===== config.mk =====
export PLATFORM = sky130hd
export DESIGN_NAME = stat_std_engine_flat
export DESIGN_NICKNAME = d
export VERILOG_FILES = /design/src/rtl/stat_pkg.sv /design/src/rtl/stat_std_engine_if.sv /design/src/rtl/seq_divider.sv /design/src/rtl/stat_std_engine.sv /design/src/flat_wrapper.sv
export SDC_FILE = /design/constraint.sdc
export NUM_CORES = 2
export LEC_CHECK = 0
export CORE_MARGIN = 2
export CORE_UTILIZATION = 60
export CTS_CLUSTER_SIZE = 24
export DETAILED_ROUTE_END_ITERATION = 16
export MAX_ROUTING_LAYER = met4
export PLACE_DENSITY = 0.78
export SLEW_MARGIN = 10
export SYNTH_ARGS = -nofsm -noshare
export SYNTH_HDL_FRONTEND = slang
export SYNTH_SLANG_ARGS = --single-unit

===== constraint.sdc =====
create_clock -name clk -period 9.2 [get_ports clk]
set_input_delay 1.84 -clock clk [delete_from_list [all_inputs] [get_ports clk]]
set_output_delay 1.84 -clock clk [all_outputs]
set_load 0.02 [all_outputs]

===== src/rtl/stat_pkg.sv =====
// stat_pkg: shared widths, FSM states and counter sizing for the std-dev engine
package stat_pkg;
    localparam int DATA_W = 31;
    localparam int N_W = 8;
    function automatic int num_w(input int data_w);
        return 2 * data_w;
    endfunction
    function automatic int cnt_w(input int steps);
        return $clog2(steps);
    endfunction
    typedef enum logic [2:0] {IDLE, MUL, DIV, SQRT, DONE} state_t;
endpackage


===== src/rtl/stat_std_engine_if.sv =====
// stat_std_engine_if: request/result bundle between the accumulator, the engine and the display mux
interface stat_std_engine_if #(parameter int DATA_W = 31, parameter int N_W = 8);
    logic start;
    logic [N_W-1:0] n_in;
    logic [DATA_W-1:0] sum_in, sumsq_in;
    logic busy, done, err;
    logic [2*DATA_W-1:0] var_out;
    logic [DATA_W-1:0] std_out;
    modport master(output start, n_in, sum_in, sumsq_in, input busy, done, err, var_out, std_out);
    modport slave(input start, n_in, sum_in, sumsq_in, output busy, done, err, var_out, std_out);
endinterface


===== src/rtl/seq_divider.sv =====
// seq_divider: restoring divider, one quotient bit per cycle, MSB first
module seq_divider import stat_pkg::*; #(
    parameter int Q_W = 62,
    parameter int D_W = 16
) (
    input logic clk,
    input logic rst,
    input logic start,
    input logic [Q_W-1:0] dividend,
    input logic [D_W-1:0] divisor,
    output logic [Q_W-1:0] quotient,
    output logic done
);
    localparam int CW = cnt_w(Q_W);
    logic [Q_W-1:0] q;
    logic [D_W-1:0] d, rem;
    logic [CW-1:0] cnt;
    logic active, ge;
    logic [D_W:0] r2;
    // dividend bits leave q at the top while quotient bits enter at the bottom
    assign r2 = {rem, q[Q_W-1]};
    assign ge = r2 >= {1'b0, d};
    assign quotient = q;
    assign done = active && cnt == CW'(Q_W - 1);
    always_ff @(posedge clk)
        if (rst) begin
            q <= '0;
            d <= '0;
            rem <= '0;
            cnt <= '0;
            active <= 1'b0;
        end else if (start) begin
            q <= dividend;
            d <= divisor;
            rem <= '0;
            cnt <= '0;
            active <= 1'b1;
        end else if (active) begin
            rem <= ge ? D_W'(r2 - {1'b0, d}) : r2[D_W-1:0];
            q <= {q[Q_W-2:0], ge};
            cnt <= cnt + 1'b1;
            active <= !done;
        end
endmodule


===== src/rtl/stat_std_engine.sv =====
// stat_std_engine: floor variance by restoring division, then floor sqrt, one bit per cycle
module stat_std_engine import stat_pkg::*; #(
    parameter int DATA_W = stat_pkg::DATA_W,
    parameter int N_W = stat_pkg::N_W
) (
    input logic clk,
    input logic rst,
    stat_std_engine_if.slave bus
);
    localparam int NUM_W = num_w(DATA_W);
    localparam int SQ_N = NUM_W / 2;
    localparam int CW = cnt_w(SQ_N);
    localparam int SW = CW + 1;
    localparam int R_W = DATA_W + 5;
    state_t state;
    logic [N_W-1:0] n_q;
    logic [DATA_W-1:0] sum_q, sumsq_q, root, root_nx, std_q;
    logic [NUM_W:0] num;
    logic [2*N_W-1:0] den;
    logic [NUM_W-1:0] quo, var_q;
    logic [CW-1:0] cnt;
    logic [R_W-1:0] rem, r_sh, r_nx;
    logic [1:0] pair;
    logic bad, div_done, done_q, err_q;
    assign num = (NUM_W+1)'(n_q) * (NUM_W+1)'(sumsq_q) - (NUM_W+1)'(sum_q) * (NUM_W+1)'(sum_q);
    assign den = (2*N_W)'(n_q) * (2*N_W)'(n_q);
    assign bad = n_q == '0 || num[NUM_W];
    // non-restoring sqrt: the remainder sign picks add or subtract, no restore step needed
    assign pair = 2'(quo >> (SW'(NUM_W - 2) - {cnt, 1'b0}));
    assign r_sh = R_W'({rem, pair});
    assign r_nx = rem[R_W-1] ? r_sh + R_W'({root, 2'b11}) : r_sh - R_W'({root, 2'b01});
    assign root_nx = DATA_W'({root, ~r_nx[R_W-1]});
    assign bus.busy = state != IDLE;
    assign bus.done = done_q;
    assign bus.err = err_q;
    assign bus.var_out = var_q;
    assign bus.std_out = std_q;
    seq_divider #(.Q_W(NUM_W), .D_W(2*N_W)) u_div (
        .clk(clk),
        .rst(rst),
        .start(state == MUL && !bad),
        .dividend(num[NUM_W-1:0]),
        .divisor(den),
        .quotient(quo),
        .done(div_done)
    );
    always_ff @(posedge clk)
        if (rst) begin
            state <= IDLE;
            cnt <= '0;
            n_q <= '0;
            sum_q <= '0;
            sumsq_q <= '0;
            rem <= '0;
            root <= '0;
            done_q <= 1'b0;
            err_q <= 1'b0;
            var_q <= '0;
            std_q <= '0;
        end else begin
            done_q <= 1'b0;
            case (state)
                IDLE: if (bus.start) begin
                    n_q <= bus.n_in;
                    sum_q <= bus.sum_in;
                    sumsq_q <= bus.sumsq_in;
                    state <= MUL;
                end
                MUL: if (bad) begin
                    var_q <= '0;
                    std_q <= '0;
                    err_q <= 1'b1;
                    done_q <= 1'b1;
                    state <= DONE;
                end else state <= DIV;
                DIV: if (div_done) begin
                    cnt <= '0;
                    rem <= '0;
                    root <= '0;
                    state <= SQRT;
                end
                SQRT: begin
                    cnt <= cnt + 1'b1;
                    rem <= r_nx;
                    root <= root_nx;
                    if (cnt == CW'(SQ_N - 1)) begin
                        var_q <= quo;
                        std_q <= root_nx;
                        err_q <= 1'b0;
                        done_q <= 1'b1;
                        state <= DONE;
                    end
                end
                default: state <= IDLE;
            endcase
        end
endmodule

===== src/flat_wrapper.sv =====
// flat-port wrapper written by rule: the top's interface ports become plain ports
module stat_std_engine_flat import stat_pkg::*;
#(
    parameter int DATA_W = stat_pkg::DATA_W,
    parameter int N_W = stat_pkg::N_W
)
  (clk, rst, bus_start, bus_n_in, bus_sum_in, bus_sumsq_in, bus_busy, bus_done, bus_err, bus_var_out, bus_std_out);
  stat_std_engine_if #(.DATA_W(DATA_W), .N_W(N_W)) bus_i ();
  input logic clk;
  input logic rst;
  input wire logic [$bits(bus_i.start)-1:0] bus_start;
  input wire logic [$bits(bus_i.n_in)-1:0] bus_n_in;
  input wire logic [$bits(bus_i.sum_in)-1:0] bus_sum_in;
  input wire logic [$bits(bus_i.sumsq_in)-1:0] bus_sumsq_in;
  output wire logic [$bits(bus_i.busy)-1:0] bus_busy;
  output wire logic [$bits(bus_i.done)-1:0] bus_done;
  output wire logic [$bits(bus_i.err)-1:0] bus_err;
  output wire logic [$bits(bus_i.var_out)-1:0] bus_var_out;
  output wire logic [$bits(bus_i.std_out)-1:0] bus_std_out;
  assign bus_i.start = bus_start;
  assign bus_i.n_in = bus_n_in;
  assign bus_i.sum_in = bus_sum_in;
  assign bus_i.sumsq_in = bus_sumsq_in;
  assign bus_busy = bus_i.busy;
  assign bus_done = bus_i.done;
  assign bus_err = bus_i.err;
  assign bus_var_out = bus_i.var_out;
  assign bus_std_out = bus_i.std_out;
  stat_std_engine #(.DATA_W(DATA_W), .N_W(N_W)) u_core (.clk(clk), .rst(rst), .bus(bus_i));
endmodule

==> out/results.txt <==
Status = finished, final reports clean
Final ANT Viol Nets = 0
Clock sinks = 339
Placement Cell Area = 55600 um2
Cells after Synth = 5784
First-pass GRT wire length = 226 mm
Slew @ Worst Pin = 1.07 ns
Hold Crit Depth = 2
Syn nets = 7293
Warnings, synthesis = 0
RSZ-0062 raised after global routing = no
Hold Path End = u_core.rem[10]
GR Util All Layers = 33.1%
Final net count = 7328
Total negative slack = 0 ns
Top cells by area, synth = fa_1, dfxtp_1, inv_1, ha_1, nand2_1
Port Buffers = 168
Tmin final = 8.86 ns
I/O pins = 169
Residual DRC count = 0
Vias in the first global route = 42400
Worst Path Arrival = 9.36 ns
CTS Hold Bufs = 0
Crit Path Max Fanout = 16
Avg WL per Cell = 19.9 um
Slew Limit Headroom = 28.9%
Synth Area per Inst = 9.10 um2
Period utilisation layout = 96.3%
Hold Crit Class = register to register
Synthesized area = 52600 um2
Setup Crit Path Kind = register to register
CP peak stage delay = 0.56 ns
Seq cells post-synth = 339
Post-CTS Setup Bufs = 0
Largest net degree at the start of global routing = 93
Initial antenna violation count = 3
Final setup fails = 0
Clk root buf = clkbuf_16
Detailed Route Iter0 Violations = 2919
Pre-CTS worst setup slack = 0.137 ns
Share of cells above drive strength 1 = 4.22%
Setup Skew = 0.0730 ns
Die footprint = 90100 um2
Hold_sp = u_core.rem[10]
Clk_lat worst skew = 0.65 ns
CP Launch Type = register
# H-tree levels = 2
Worst setup margin = 0.342 ns
Row cnt = 108
DP HPWL = 114 mm
Drt pass-1 iters = 5
Post-synth top area share = 40.6%
Placer congestion estimate = 0.974
Post-synth ARST share = 0%
TritonCTS buffer count = 43
Clock buffer depth = 3
Worst r2r path cells = 28
Worst path most repeated cell = fa_1
Number of synthesized flops with an enable pin = 0
Dominant cell type by area after synthesis = fa_1
Drt total wl = 139 mm
Reg clk slew, reported paths = 0.06 ns
Critical R2R Launch = u_core.sum_q[1]
Sequential area share after synthesis = 12.9%
Gr ovfl total = 0
Crit. End Element = register
Crit-path slowest cell = fa_1
Post_cts resized = 0
Avg Vias per Cell = 5.61
Maxcap violations = 0
CTS tree = built
Die H = 300 um
Core Region = 86900 um2
Reg-to-reg endpoint = u_core.u_div.quotient[45]
Synth unique cells = 67
Worst Path Required = 9.70 ns
Design Area, Final = 57200 um2
Die width = 300 um
Fillers = 6938
Area growth, synth to finish = 8.77%
Hold Fails Final Rpt = 0
DR vias = 39300
Initial core utilization = 60.6%
R2R setup slack = 0.34 ns
Top_reg_cell synth = dfxtp_1
Slew Viols, Final = 0
Max Freq = 113 MHz
-- cells by family after synthesis --
| kind of cell | count (synthesis) | share of synthesized area, % |
|---|---|---|
| AOI/OAI and AO/OA | 733 | 9.29 |
| xor gates and xnor gates | 172 | 2.91 |
| and+or+nand+nor | 1400 | 11.7 |
| buffers and inverters | 1597 | 11.4 |
| muxes | 107 | 2.38 |
| adders and majority gates | 1436 | 49.4 |
| DFF | 339 | 12.9 |
-- through the flow --
step,hold slack [ns],instances,util [%]
3_5_place_dp,0.451,6929,64.0
3_3_place_gp,0.440,6929,64.0
6_report,0.461,7009,65.9
2_1_floorplan,0.432,5784,-
5_1_grt,0.483,7009,65.9
4_1_cts,0.460,7007,65.8
-- layer usage --
metal  global-route usage (%)  part of all wire (%)  wire (um)  vias to the layer above
li1                         -                     -          -                    17700
met1                     41.0                    38      53400                    19800
met2                     54.3                    49      68700                     1501
met3                     5.41                   7.5      10500                      363
met4                     13.7                   4.7       6600                        0
met5                        -                     0          0                        -
-- worst max-delay path: cells and delay by family, from the launching register on --
family	cells	cell delay (ns)
fa+ha+maj	9	4.43
compound gates	5	1.76
buf+inv	7	0.87
simple gates	6	1.06
xor+xnor	1	0.21
flops	1	0.38
-- layout make-up --
type                    count  area, um2  share of cell area [%]
multi-input cells        3848      39900                    69.7
flip-flops and latches    339       6800                    11.9
inverters                1301       4890                    8.54
repair buffers            286       2670                    4.66
well taps                1155       1450                    2.52
clock buffers              55       1220                    2.13
clock inverters            23        334                   0.584
diodes                      2       5.00                 0.00874
-- flip-flops by register name (all words and copies together), names as in the netlist, 6 cells and up --
signal,flops
u_core.bus.std_out,31
u_core.bus.var_out,62
u_core.n_q,8
u_core.rem,35
u_core.root,31
u_core.sum_q,31
u_core.sumsq_q,31
u_core.u_div.cnt,6
u_core.u_div.d,15
u_core.u_div.quotient,62
u_core.u_div.rem,16
-- cell usage in the layout, fill, tap and decap left out, types with 43 or more instances in the layout --
cell and count:
buf_4 110, xnor2_1 109, a22o_1 94, fa_1 1068
xor2_1 61, clkdlybuf4s50_1 167, a22oi_1 43, a211oi_1 71
clkbuf_16 43, nand2_1 716, and2_1 211, mux2i_1 88
ha_1 368, a21o_1 73, nor2_1 300, o21ai_0 82
inv_1 1294, dfxtp_1 329, a21oi_1 232
-- Yosys cell counts (14+ instances only) --
master / number
mux2i_1: 88
nand2_1: 717
nor3_1: 23
and2_1: 212
a21o_1: 74
xor2_1: 61
nand4_1: 24
a21oi_1: 233
nor2_1: 303
clkbuf_1: 272
nand2b_1: 16
ha_1: 368
inv_1: 1294
o21bai_1: 27
a22o_1: 94
a211oi_1: 71
fa_1: 1068
buf_1: 17
a22oi_1: 43
nand3_1: 32
o21a_1: 21
dfxtp_1: 339
o21ai_0: 82
nor2b_1: 28
xnor2_1: 109
mux4_2: 14
-- worst max-delay path by stage --
stage,startpoint,endpoint,cells past startpoint
2_1_floorplan,u_core.sum_q[15],u_core.u_div.quotient[60],31
3_3_place_gp,u_core.sum_q[0],u_core.u_div.quotient[60],27
3_5_place_dp,u_core.sum_q[3],u_core.u_div.quotient[60],27
4_1_cts,u_core.sum_q[0],u_core.u_div.quotient[60],27
5_1_grt,u_core.sum_q[18],u_core.bus.var_out[45],27
6_report,u_core.sum_q[1],u_core.u_div.quotient[45],28
Power is left out: the tool's default activity adds up to more than one toggle a clock period on the data nets, which glitch-free logic cannot reach.
